**config.mk**
```make
export PLATFORM = sky130hd
export DESIGN_NAME = bcd_to_binary_sequential
export DESIGN_NICKNAME = d
export VERILOG_FILES = /design/src/rtl/bcd_to_binary_sequential.sv
export SDC_FILE = /design/constraint.sdc
export NUM_CORES = 1
export LEC_CHECK = 0
export BUFFER_PORTS_ARGS = -buffer_cell sky130_fd_sc_hd__buf_2
export CAP_MARGIN = 10
export CORE_UTILIZATION = 40
export DETAILED_ROUTE_END_ITERATION = 12
export GPL_TIMING_DRIVEN = 0
export HOLD_SLACK_MARGIN = 0.12
export SLEW_MARGIN = 0
export SYNTH_ARGS = -nofsm -noshare
export SYNTH_HDL_FRONTEND = slang
export SYNTH_SLANG_ARGS = --single-unit
```
**constraint.sdc**
```tcl
create_clock -name clock -period 1.65 [get_ports clock]
set_input_delay 0.4125 -clock clock [delete_from_list [all_inputs] [get_ports clock]]
set_output_delay 0.4125 -clock clock [all_outputs]
set_load 0.005 [all_outputs]
```
**src/rtl/bcd_to_binary_sequential.sv**
```systemverilog
// Iterative BCD-to-binary decoder: one reverse double-dabble step per clock.
// Optional macro BCD_TO_BINARY_DIGIT_CHECK_EN adds a digit-range checker
// that drives output_invalid; without it output_invalid is tied to 0.
module bcd_to_binary_sequential #(
    parameter int unsigned NUMBER_DIGITS = 3,
    parameter int unsigned WIDTH_BCD     = NUMBER_DIGITS * 4,
    parameter int unsigned WIDTH_BINARY  = 10
) (
    input  logic                    clock,
    input  logic                    reset,
    input  logic                    input_valid,
    output logic                    input_ready,
    input  logic [WIDTH_BCD-1:0]    input_bcd,
    output logic                    output_valid,
    input  logic                    output_ready,
    output logic [WIDTH_BINARY-1:0] output_binary,
    output logic                    output_invalid
);

    localparam int unsigned WidthScratch = WIDTH_BCD + WIDTH_BINARY;
    localparam int unsigned WidthCount   = $clog2(WIDTH_BINARY + 1);

    typedef enum logic [1:0] {
        StIdle,
        StConvert,
        StDone
    } state_e;

    state_e                  state_q, state_d;
    logic [WidthScratch-1:0] scratch_q, scratch_d;
    logic [WidthScratch-1:0] step;
    logic [WidthCount-1:0]   count_q, count_d;
    logic [3:0]              digit;

    // One iteration: shift right, then pull every bcd digit >= 8 down by 3.
    always_comb begin
        step  = scratch_q >> 1;
        digit = '0;
        for (int i = 0; i < NUMBER_DIGITS; i++) begin
            digit = step[WIDTH_BINARY + 4 * i +: 4];
            if (digit >= 4'd8) begin
                step[WIDTH_BINARY + 4 * i +: 4] = digit - 4'd3;
            end
        end
    end

    // FSM next-state, datapath update and handshake outputs.
    always_comb begin
        state_d       = state_q;
        scratch_d     = scratch_q;
        count_d       = count_q;
        input_ready   = 1'b0;
        output_valid  = 1'b0;
        output_binary = '0;
        unique case (state_q)
            StIdle: begin
                input_ready = 1'b1;
                if (input_valid) begin
                    scratch_d = {input_bcd, {WIDTH_BINARY{1'b0}}};
                    count_d   = '0;
                    state_d   = StConvert;
                end
            end
            StConvert: begin
                scratch_d = step;
                count_d   = count_q + 1'b1;
                if (count_q == WidthCount'(WIDTH_BINARY - 1)) begin
                    state_d = StDone;
                end
            end
            StDone: begin
                output_valid  = 1'b1;
                output_binary = scratch_q[WIDTH_BINARY-1:0];
                if (output_ready) begin
                    state_d = StIdle;
                end
            end
            default: state_d = StIdle;
        endcase
    end

    // State, scratch and counter registers.
    always_ff @(posedge clock or posedge reset) begin
        if (reset) begin
            state_q   <= StIdle;
            scratch_q <= '0;
            count_q   <= '0;
        end else begin
            state_q   <= state_d;
            scratch_q <= scratch_d;
            count_q   <= count_d;
        end
    end

`ifdef BCD_TO_BINARY_DIGIT_CHECK_EN
    logic invalid_q, invalid_d;
    logic bad_digit;

    // Any input digit in the 10..15 range.
    always_comb begin
        bad_digit = 1'b0;
        for (int i = 0; i < NUMBER_DIGITS; i++) begin
            if (input_bcd[4 * i +: 4] > 4'd9) begin
                bad_digit = 1'b1;
            end
        end
    end

    // Flag captured on accept, held through the conversion, dropped on handshake.
    always_comb begin
        invalid_d = invalid_q;
        if (state_q == StIdle) begin
            invalid_d = input_valid & bad_digit;
        end else if (state_q == StDone && output_ready) begin
            invalid_d = 1'b0;
        end
    end

    // Invalid-digit flag register.
    always_ff @(posedge clock or posedge reset) begin
        if (reset) begin
            invalid_q <= 1'b0;
        end else begin
            invalid_q <= invalid_d;
        end
    end

    assign output_invalid = output_valid & invalid_q;
`else
    assign output_invalid = 1'b0;
`endif

endmodule

```
==> flow_metrics.env, run 1 <==
export IMPL_outcome="finished, violations left"
export IMPL_violations_in_the_final_reports="setup timing"
export IMPL_drive_gt1_frac=0.278
export IMPL_route_vias_total=1122
export IMPL_dp_worst_setup_slack_ns=0.0378
export IMPL_synth_area_um2=1440
export IMPL_min_from="output_ready"
export IMPL_drt_iter0_markers=73
export IMPL_die_h_um=62.1
export IMPL_core_area_um2=3390
export IMPL_setup_worst_path_class="reg -> out"
export IMPL_totalWireLength_um=2970
export IMPL_cts_buffers_inserted=3
export IMPL_ff2ff_path_depth=5
export IMPL_post_drt_wl_per_cell_um=13.2
export IMPL_final_max_slew_violation_count=0
export IMPL_critical_path_slowest_cell="sky130_fd_sc_hd__dfrtp_1"
export IMPL_hp_class="in -> reg"
export IMPL_timing_rr_end="scratch_q[6]"
export IMPL_top_level_ports=29
export IMPL_layout_cells_most_common="sky130_fd_sc_hd__buf_2"
export IMPL_vdd_ir_drop_max_uv=807
export IMPL_timing_final_hold_violations=0
export IMPL_setup_slack_ns=-0.0422
export IMPL_min_delay_worst_endpoint="state_q[1]"
export IMPL_design_die_area_um2=3850
export IMPL_floorplan_initialDensity=0.426
export IMPL_worstPathMaxFanout=10
export IMPL_synth_net_count=165
export IMPL_whs_path_depth=2
export IMPL_detailedRoute_firstPassIterationCount=4
export IMPL_num_rows=21
export IMPL_reg2reg_slack_ns=0.12
export IMPL_crit_chain="nor2b_4, buf_8, and2_1, buf_2"
export IMPL_finish_net_count=203
export IMPL_filler_instances=329
export IMPL_remaining_drc_errors=0
export IMPL_ys_types=33
export IMPL_cp_end_kind="primary output"
export IMPL_detailed_place_area_um2=1640
export IMPL_clock_latency_ns=0.33
export IMPL_cellPowerDensity_nw_per_um2=1560
export IMPL_postSynthRegisterBits=28
export IMPL_worstPathArrival_ns=1.28
export IMPL_cpPeakStageDelay_ns=0.43
export IMPL_grt_start_max_net_pins=29
export IMPL_synth_seq_area_share=0.485
export IMPL_footprint_of_the_multi_input_gates_um2=679
export IMPL_antenna_cells=0
export IMPL_syn2layout_area_growth_pct=22.4
export IMPL_finalCriticalPeriod_ns=1.69
export IMPL_crit_buf_inv=2
export IMPL_setup_repair_after_global_routing_missed_its_margin="true"
export IMPL_cts_tree="done"
export IMPL_first_global_vias=1012
export IMPL_global_route_overflow_total=0
export IMPL_critPathRequiredTime_ns=1.24
export IMPL_dp_hpwl_um=2060
export IMPL_timing_max_cap_violations=0
export IMPL_globalplace_congestion=0.737
export IMPL_worstSetupStartpointType="flop"
export IMPL_regToRegStartpoint="state_q[0]"
export IMPL_ctsLongestPathBuffers=2
export IMPL_power_static_leakage_nw=0.901
export IMPL_grt_total_usage=0.171
export IMPL_worst_path_dominant_cell_family="flip-flops"
export IMPL_cts_sink_count=28
export IMPL_synth_yosys_warnings=0
export IMPL_root_buffer="sky130_fd_sc_hd__clkbuf_4"
export IMPL_port_buffers=27
export IMPL_route_antenna_remaining_nets=0
export IMPL_die_width_um=62.1
export IMPL_setup_total_negative_slack_ns=-0.356
export IMPL_cts_clk_slew_worst_paths_ns=0.14
export IMPL_max_clock_freq_ghz=0.591
export IMPL_mostFrequentLayoutCells="33 x sky130_fd_sc_hd__buf_2, 27 x sky130_fd_sc_hd__dfrtp_1, 13 x sky130_fd_sc_hd__nand2_1, 11 x sky130_fd_sc_hd__o21ai_0"
export IMPL_grt_first_pass_wirelength_um=4760
export IMPL_timing_clock_skew_ns=0.0126
export IMPL_final_report_setup_violation_count=9
export IMPL_finish_instance_area_um2=1770
export IMPL_h_tree_depth_reported_by_cts=1
export IMPL_postSynthAreaPerCell_um2=10.1
export IMPL_final_min_period_over_clock_period=1.03
export IMPL_ff_latch_area_um2=702
export IMPL_post_synth_inst_count=143
export IMPL_per_cell_via_count_in_the_routed_design=4.96
export IMPL_grt_antenna_before_repair=0
-- routing by layer --
metal,vias to the layer above,share of wire,global-route usage
li1,566,-,-
met1,530,0.50,0.248
met2,24,0.45,0.257
met3,2,0.039,0.0435
met4,0,0.0074,0.0349
met5,-,0,0
-- how the worst max path moves through the flow --
stage | startpoint | end | cells after the start
detailed placement | state_q[0] | output_binary[9] | 4
CTS | state_q[1] | output_binary[9] | 4
finish | state_q[1] | output_binary[8] | 4
global route | state_q[0] | output_binary[2] | 4
global placement | state_q[0] | output_binary[9] | 4
floorplan | state_q[0] | output_binary[0] | 3
-- logic make-up (layout without fill, tap and decap cells) --
family                   after synthesis  in the layout  share of synthesized area
XOR/XNOR                               4              4                     0.0243
other                                  1              1                    0.00260
AO/OA/AOI/OAI                         39             39                      0.196
multiplexers                           1              1                    0.00693
buffers and inverters                 17             54                     0.0529
AND/OR/NAND/NOR                       47             47                      0.180
flip-flops                            28             28                      0.485
adder cells (fa/ha/maj)                6              6                     0.0520
-- cell type report --
type | count | area share
flip-flops and latches | 28 | 0.397
multi-input cells | 98 | 0.384
repair buffers | 33 | 0.115
plain buffers | 9 | 0.0340
well taps | 46 | 0.0326
clock buffers | 4 | 0.0205
inverters | 8 | 0.0170
-- what timing repair did --
action,CTS,global route
hold buffers,0,1
endpoints found under the hold margin,0,4
pin swaps,1,0
buffers inserted,4,0
resized for setup,7,2
endpoints found under the setup margin,12,11
-- registers in the layout (all words and copies together), names as in the netlist --
register,cells
state_q,2
count_q,4
scratch_q,22
-- stage by stage --
stage	hold WS, ns	util	std cells	power (mW)
floorplan	0.438	-	143	2.05
global placement	0.458	0.483	216	2.28
detailed placement	0.466	0.483	216	2.35
CTS	0.244	0.509	224	2.76
global route	0.242	0.522	226	3.01
finish	0.256	0.522	226	2.75
-- cells in the mapped netlist --
cell type	number	area [um2]
sky130_fd_sc_hd__o21ai_0	11	55.1
sky130_fd_sc_hd__o21bai_2	1	11.3
sky130_fd_sc_hd__nand3b_1	1	7.51
sky130_fd_sc_hd__mux2i_1	1	10.0
sky130_fd_sc_hd__ha_1	6	75.1
sky130_fd_sc_hd__nand3_1	2	10.0
sky130_fd_sc_hd__buf_4	1	7.51
sky130_fd_sc_hd__o211ai_1	1	7.51
sky130_fd_sc_hd__or3b_1	1	8.76
sky130_fd_sc_hd__xnor2_1	3	26.3
sky130_fd_sc_hd__and2_1	10	62.6
sky130_fd_sc_hd__nor2b_1	5	31.3
sky130_fd_sc_hd__and3b_1	4	35.0
sky130_fd_sc_hd__a21oi_1	6	30.0
sky130_fd_sc_hd__inv_1	8	30.0
sky130_fd_sc_hd__nor2_2	1	6.26
sky130_fd_sc_hd__buf_2	7	35.0
sky130_fd_sc_hd__dfrtp_1	28	701
sky130_fd_sc_hd__nand2b_1	3	18.8
sky130_fd_sc_hd__a32o_1	1	10.0
sky130_fd_sc_hd__a222oi_1	1	10.0
sky130_fd_sc_hd__xor2_1	1	8.76
sky130_fd_sc_hd__nor2_1	5	18.8
sky130_fd_sc_hd__conb_1	1	3.75
sky130_fd_sc_hd__o31ai_1	2	15.0
sky130_fd_sc_hd__nand4_1	2	12.5
sky130_fd_sc_hd__a21o_1	1	7.51
sky130_fd_sc_hd__o221a_2	1	11.3
sky130_fd_sc_hd__a22o_1	10	87.6
sky130_fd_sc_hd__nand2_1	13	48.8
sky130_fd_sc_hd__clkbuf_1	1	3.75
sky130_fd_sc_hd__a32oi_1	2	17.5
sky130_fd_sc_hd__o211a_1	2	20.0
-- power breakdown --
| group | leakage [nW] | internal [mW] | switching [mW] |
|---|---|---|---|
| Combinational | 0.525 | 0.574 | 0.564 |
| Clock | 0.0210 | 0.135 | 0.201 |
| Sequential | 0.356 | 0.994 | 0.283 |
Power figures use the tool's default switching activity.
==> run 2: changes to the inputs <==
ABC_AREA = 1   (was default)
==> flow_metrics.env, run 2 <==
export IMPL_outcome="finished, final reports clean"
export IMPL_min_delay_worst_endpoint="state_q[1]"
export IMPL_route_met3_wl_um=146
export IMPL_h_tree_depth_reported_by_cts=1
export IMPL_regToRegStartpoint="state_q[1]"
export IMPL_postSynthRegisterBits=28
export IMPL_uppermost_layer_routed="met4"
export IMPL_port_buffers=27
export IMPL_clock_latency_ns=0.28
export IMPL_timing_clock_skew_ns=0.00455
export IMPL_postLayoutCoreUtil=0.503
export IMPL_synth_top_area_frac=0.454
export IMPL_ys_types=21
export IMPL_footprint_of_the_multi_input_gates_um2=694
export IMPL_largest_registers="scratch_q x22, count_q x4, state_q x2"
export IMPL_cpPeakStageDelay_ns=0.41
export IMPL_route_antenna_remaining_nets=0
export IMPL_core_area_um2=3690
export IMPL_drive_gt1_frac=0.288
export IMPL_num_rows=22
export IMPL_wl_met1_um=1530
export IMPL_cellPowerDensity_nw_per_um2=1770
export IMPL_timing_max_cap_violations=0
export IMPL_worst_slew_pin_slew_ns=1.08
export IMPL_ff_latch_area_um2=702
export IMPL_report_power_total_mw=3.27
export IMPL_grt_total_usage=0.175
export IMPL_grt_first_pass_wirelength_um=5460
export IMPL_critical_path_slowest_cell="sky130_fd_sc_hd__dfrtp_1"
export IMPL_mostFrequentLayoutCells="36 x sky130_fd_sc_hd__nand2_1, 28 x sky130_fd_sc_hd__nand3_1, 27 x sky130_fd_sc_hd__dfrtp_1, 27 x sky130_fd_sc_hd__buf_2, 22 x sky130_fd_sc_hd__inv_1"
export IMPL_remaining_drc_errors=0
export IMPL_drt_iter0_markers=122
export IMPL_max_clock_freq_ghz=0.627
export IMPL_timing_final_hold_violations=0
export IMPL_critPathRequiredTime_ns=1.24
export IMPL_synth_most_common_cell="sky130_fd_sc_hd__nand2_1"
export IMPL_timing_rr_end="scratch_q[16]"
export IMPL_post_drt_wl_per_cell_um=12.6
export IMPL_top_register="scratch_q"
export IMPL_per_cell_via_count_in_the_routed_design=4.86
export IMPL_min_from="output_ready"
export IMPL_final_report_setup_violation_count=0
export IMPL_top_level_ports=29
export IMPL_reg2reg_slack_ns=0.29
export IMPL_cts_sink_count=28
export IMPL_detail_route_met2_wl_um=1570
export IMPL_worstPathMaxFanout=5
export IMPL_root_buffer="sky130_fd_sc_hd__clkbuf_8"
export IMPL_cts_buffers_inserted=3
export IMPL_final_min_period_over_clock_period=0.967
export IMPL_setup_worst_path_class="reg -> out"
export IMPL_crit_chain="inv_2, nand2_4, buf_6, nor2_1, buf_2"
export IMPL_final_max_slew_violation_count=0
export IMPL_grt_start_max_net_pins=29
export IMPL_hp_class="in -> reg"
export IMPL_design_die_area_um2=4110
export IMPL_ctsLongestPathBuffers=2
export IMPL_die_width_um=64.1
export IMPL_dp_worst_setup_slack_ns=0.186
export IMPL_die_h_um=64.1
export IMPL_global_route_overflow_total=0
export IMPL_synth_net_count=200
export IMPL_syn2layout_area_growth_pct=20.1
export IMPL_totalWireLength_um=3270
export IMPL_synth_async_sr_flop_share=1.00
export IMPL_finalCriticalPeriod_ns=1.59
export IMPL_power_static_leakage_nw=0.963
export IMPL_hold_slack_ns=0.304
export IMPL_vdd_ir_drop_max_uv=731
export IMPL_grt_antenna_before_repair=0
export IMPL_stdcell_count=260
export IMPL_cts_clk_slew_worst_paths_ns=0.10
export IMPL_whs_path_depth=2
export IMPL_largest_register_ff_count=22
export IMPL_ff2ff_path_depth=6
export IMPL_dp_hpwl_um=2250
export IMPL_worstSetupStartpointType="flop"
export IMPL_synth_yosys_warnings=0
export IMPL_postSynthAreaPerCell_um2=8.67
export IMPL_finish_net_count=235
export IMPL_synth_edff_count=0
export IMPL_commonest_cells_in_the_netlist="37 x sky130_fd_sc_hd__nand2_1, 28 x sky130_fd_sc_hd__dfrtp_1, 28 x sky130_fd_sc_hd__nand3_1"
export IMPL_cts_tree="done"
export IMPL_antenna_cells=0
export IMPL_layout_cells_most_common="sky130_fd_sc_hd__nand2_1"
export IMPL_setup_slack_ns=0.0551
export IMPL_synth_area_leader_cell="sky130_fd_sc_hd__dfrtp_1"
export IMPL_floorplan_initialDensity=0.419
export IMPL_cells_after_dpl=253
export IMPL_worstPathArrival_ns=1.18
export IMPL_synth_seq_area_share=0.454
export IMPL_globalplace_congestion=0.784
export IMPL_synth_ff_type="sky130_fd_sc_hd__dfrtp_1"
export IMPL_route_vias_total=1264
export IMPL_detailedRoute_firstPassIterationCount=4
export IMPL_filler_instances=366
export IMPL_yosys_top_cells_area="sky130_fd_sc_hd__dfrtp_1 45%, sky130_fd_sc_hd__nand3_1 9.1%, sky130_fd_sc_hd__nand2_1 9.0%"
export IMPL_first_global_vias=1174
export IMPL_setup_repair_after_global_routing_missed_its_margin="true"
export IMPL_synth_area_um2=1540
export IMPL_cp_end_kind="primary output"
export IMPL_post_synth_inst_count=178
export IMPL_slew_headroom=0.280
run 2: changes by cell type in the layout (fill, tap and decap cells not counted), moves of 7 or more:
cell	delta
sky130_fd_sc_hd__nand3_1	+26
sky130_fd_sc_hd__nand2_1	+23
sky130_fd_sc_hd__inv_1	+14
sky130_fd_sc_hd__nor2_1	+12
sky130_fd_sc_hd__a22o_1	-10
sky130_fd_sc_hd__and2_1	-10
sky130_fd_sc_hd__o22ai_2	+10
sky130_fd_sc_hd__buf_6	+7
run 2: routing by layer:
metal / track usage / vias to the layer above
li1: - / 636
met1: 0.210 / 594
met2: 0.301 / 29
met3: 0.0536 / 5
met4: 0.0500 / 0
met5: 0 / -
run 2: logic make-up (layout without fill, tap and decap cells):
kind of cell	Yosys count	count (layout)	synth area share
buffers and inverters	31	65	0.103
DFF	28	28	0.454
other	1	1	0.00243
AOI/OAI and AO/OA	20	20	0.116
adders and majority gates	6	6	0.0486
and+or+nand+nor	92	92	0.276
run 2: final cells by class:
type                       count  share of cell area
sequential                    28               0.379
multi-input combinational    119               0.374
timing repair buffer          30              0.0870
inverter                      24              0.0486
buffer                         7              0.0405
tap                           48              0.0324
clock buffer                   3              0.0223
clock inverter                 1              0.0162
run 2: worst max-delay path by stage:
stage	startpoint	end	slack (ns)	cells past startpoint
4_1_cts	state_q[0]	output_binary[1]	0.02	5
3_3_place_gp	reset	scratch_q[13]	0.23	2
3_5_place_dp	state_q[0]	output_binary[1]	0.19	5
2_1_floorplan	state_q[0]	output_binary[0]	0.39	4
5_1_grt	state_q[0]	output_binary[8]	-0.005	5
6_report	state_q[0]	output_binary[5]	0.06	5
run 2: where the power goes:
| part | internal [mW] | switching (mW) |
|---|---|---|
| combinational | 0.631 | 0.852 |
| sequential | 0.990 | 0.245 |
| clock | 0.325 | 0.231 |
| total | 1.95 | 1.33 |
run 2: repair_timing:
action,4_1_cts,5_1_grt
setup endpoints to repair,10,9
resized for setup,4,4
hold buffers,0,0
setup buffers,1,1
gates cloned,0,1
run 2: critical path, delay by kind of cell, from the launching register on:
kind                   cells  cell delay, ns
buffers and inverters      3            0.34
DFF                        1            0.41
and+or+nand+nor            2            0.15
run 2: through the flow:
step / setup TNS, ns / area [um2]
final: 0 / 1850
after global routing: -0.0127 / 1850
after CTS: 0 / 1830
after detailed placement: 0 / 1740
after global placement: 0 / 1740
after floorplan: 0 / 1540
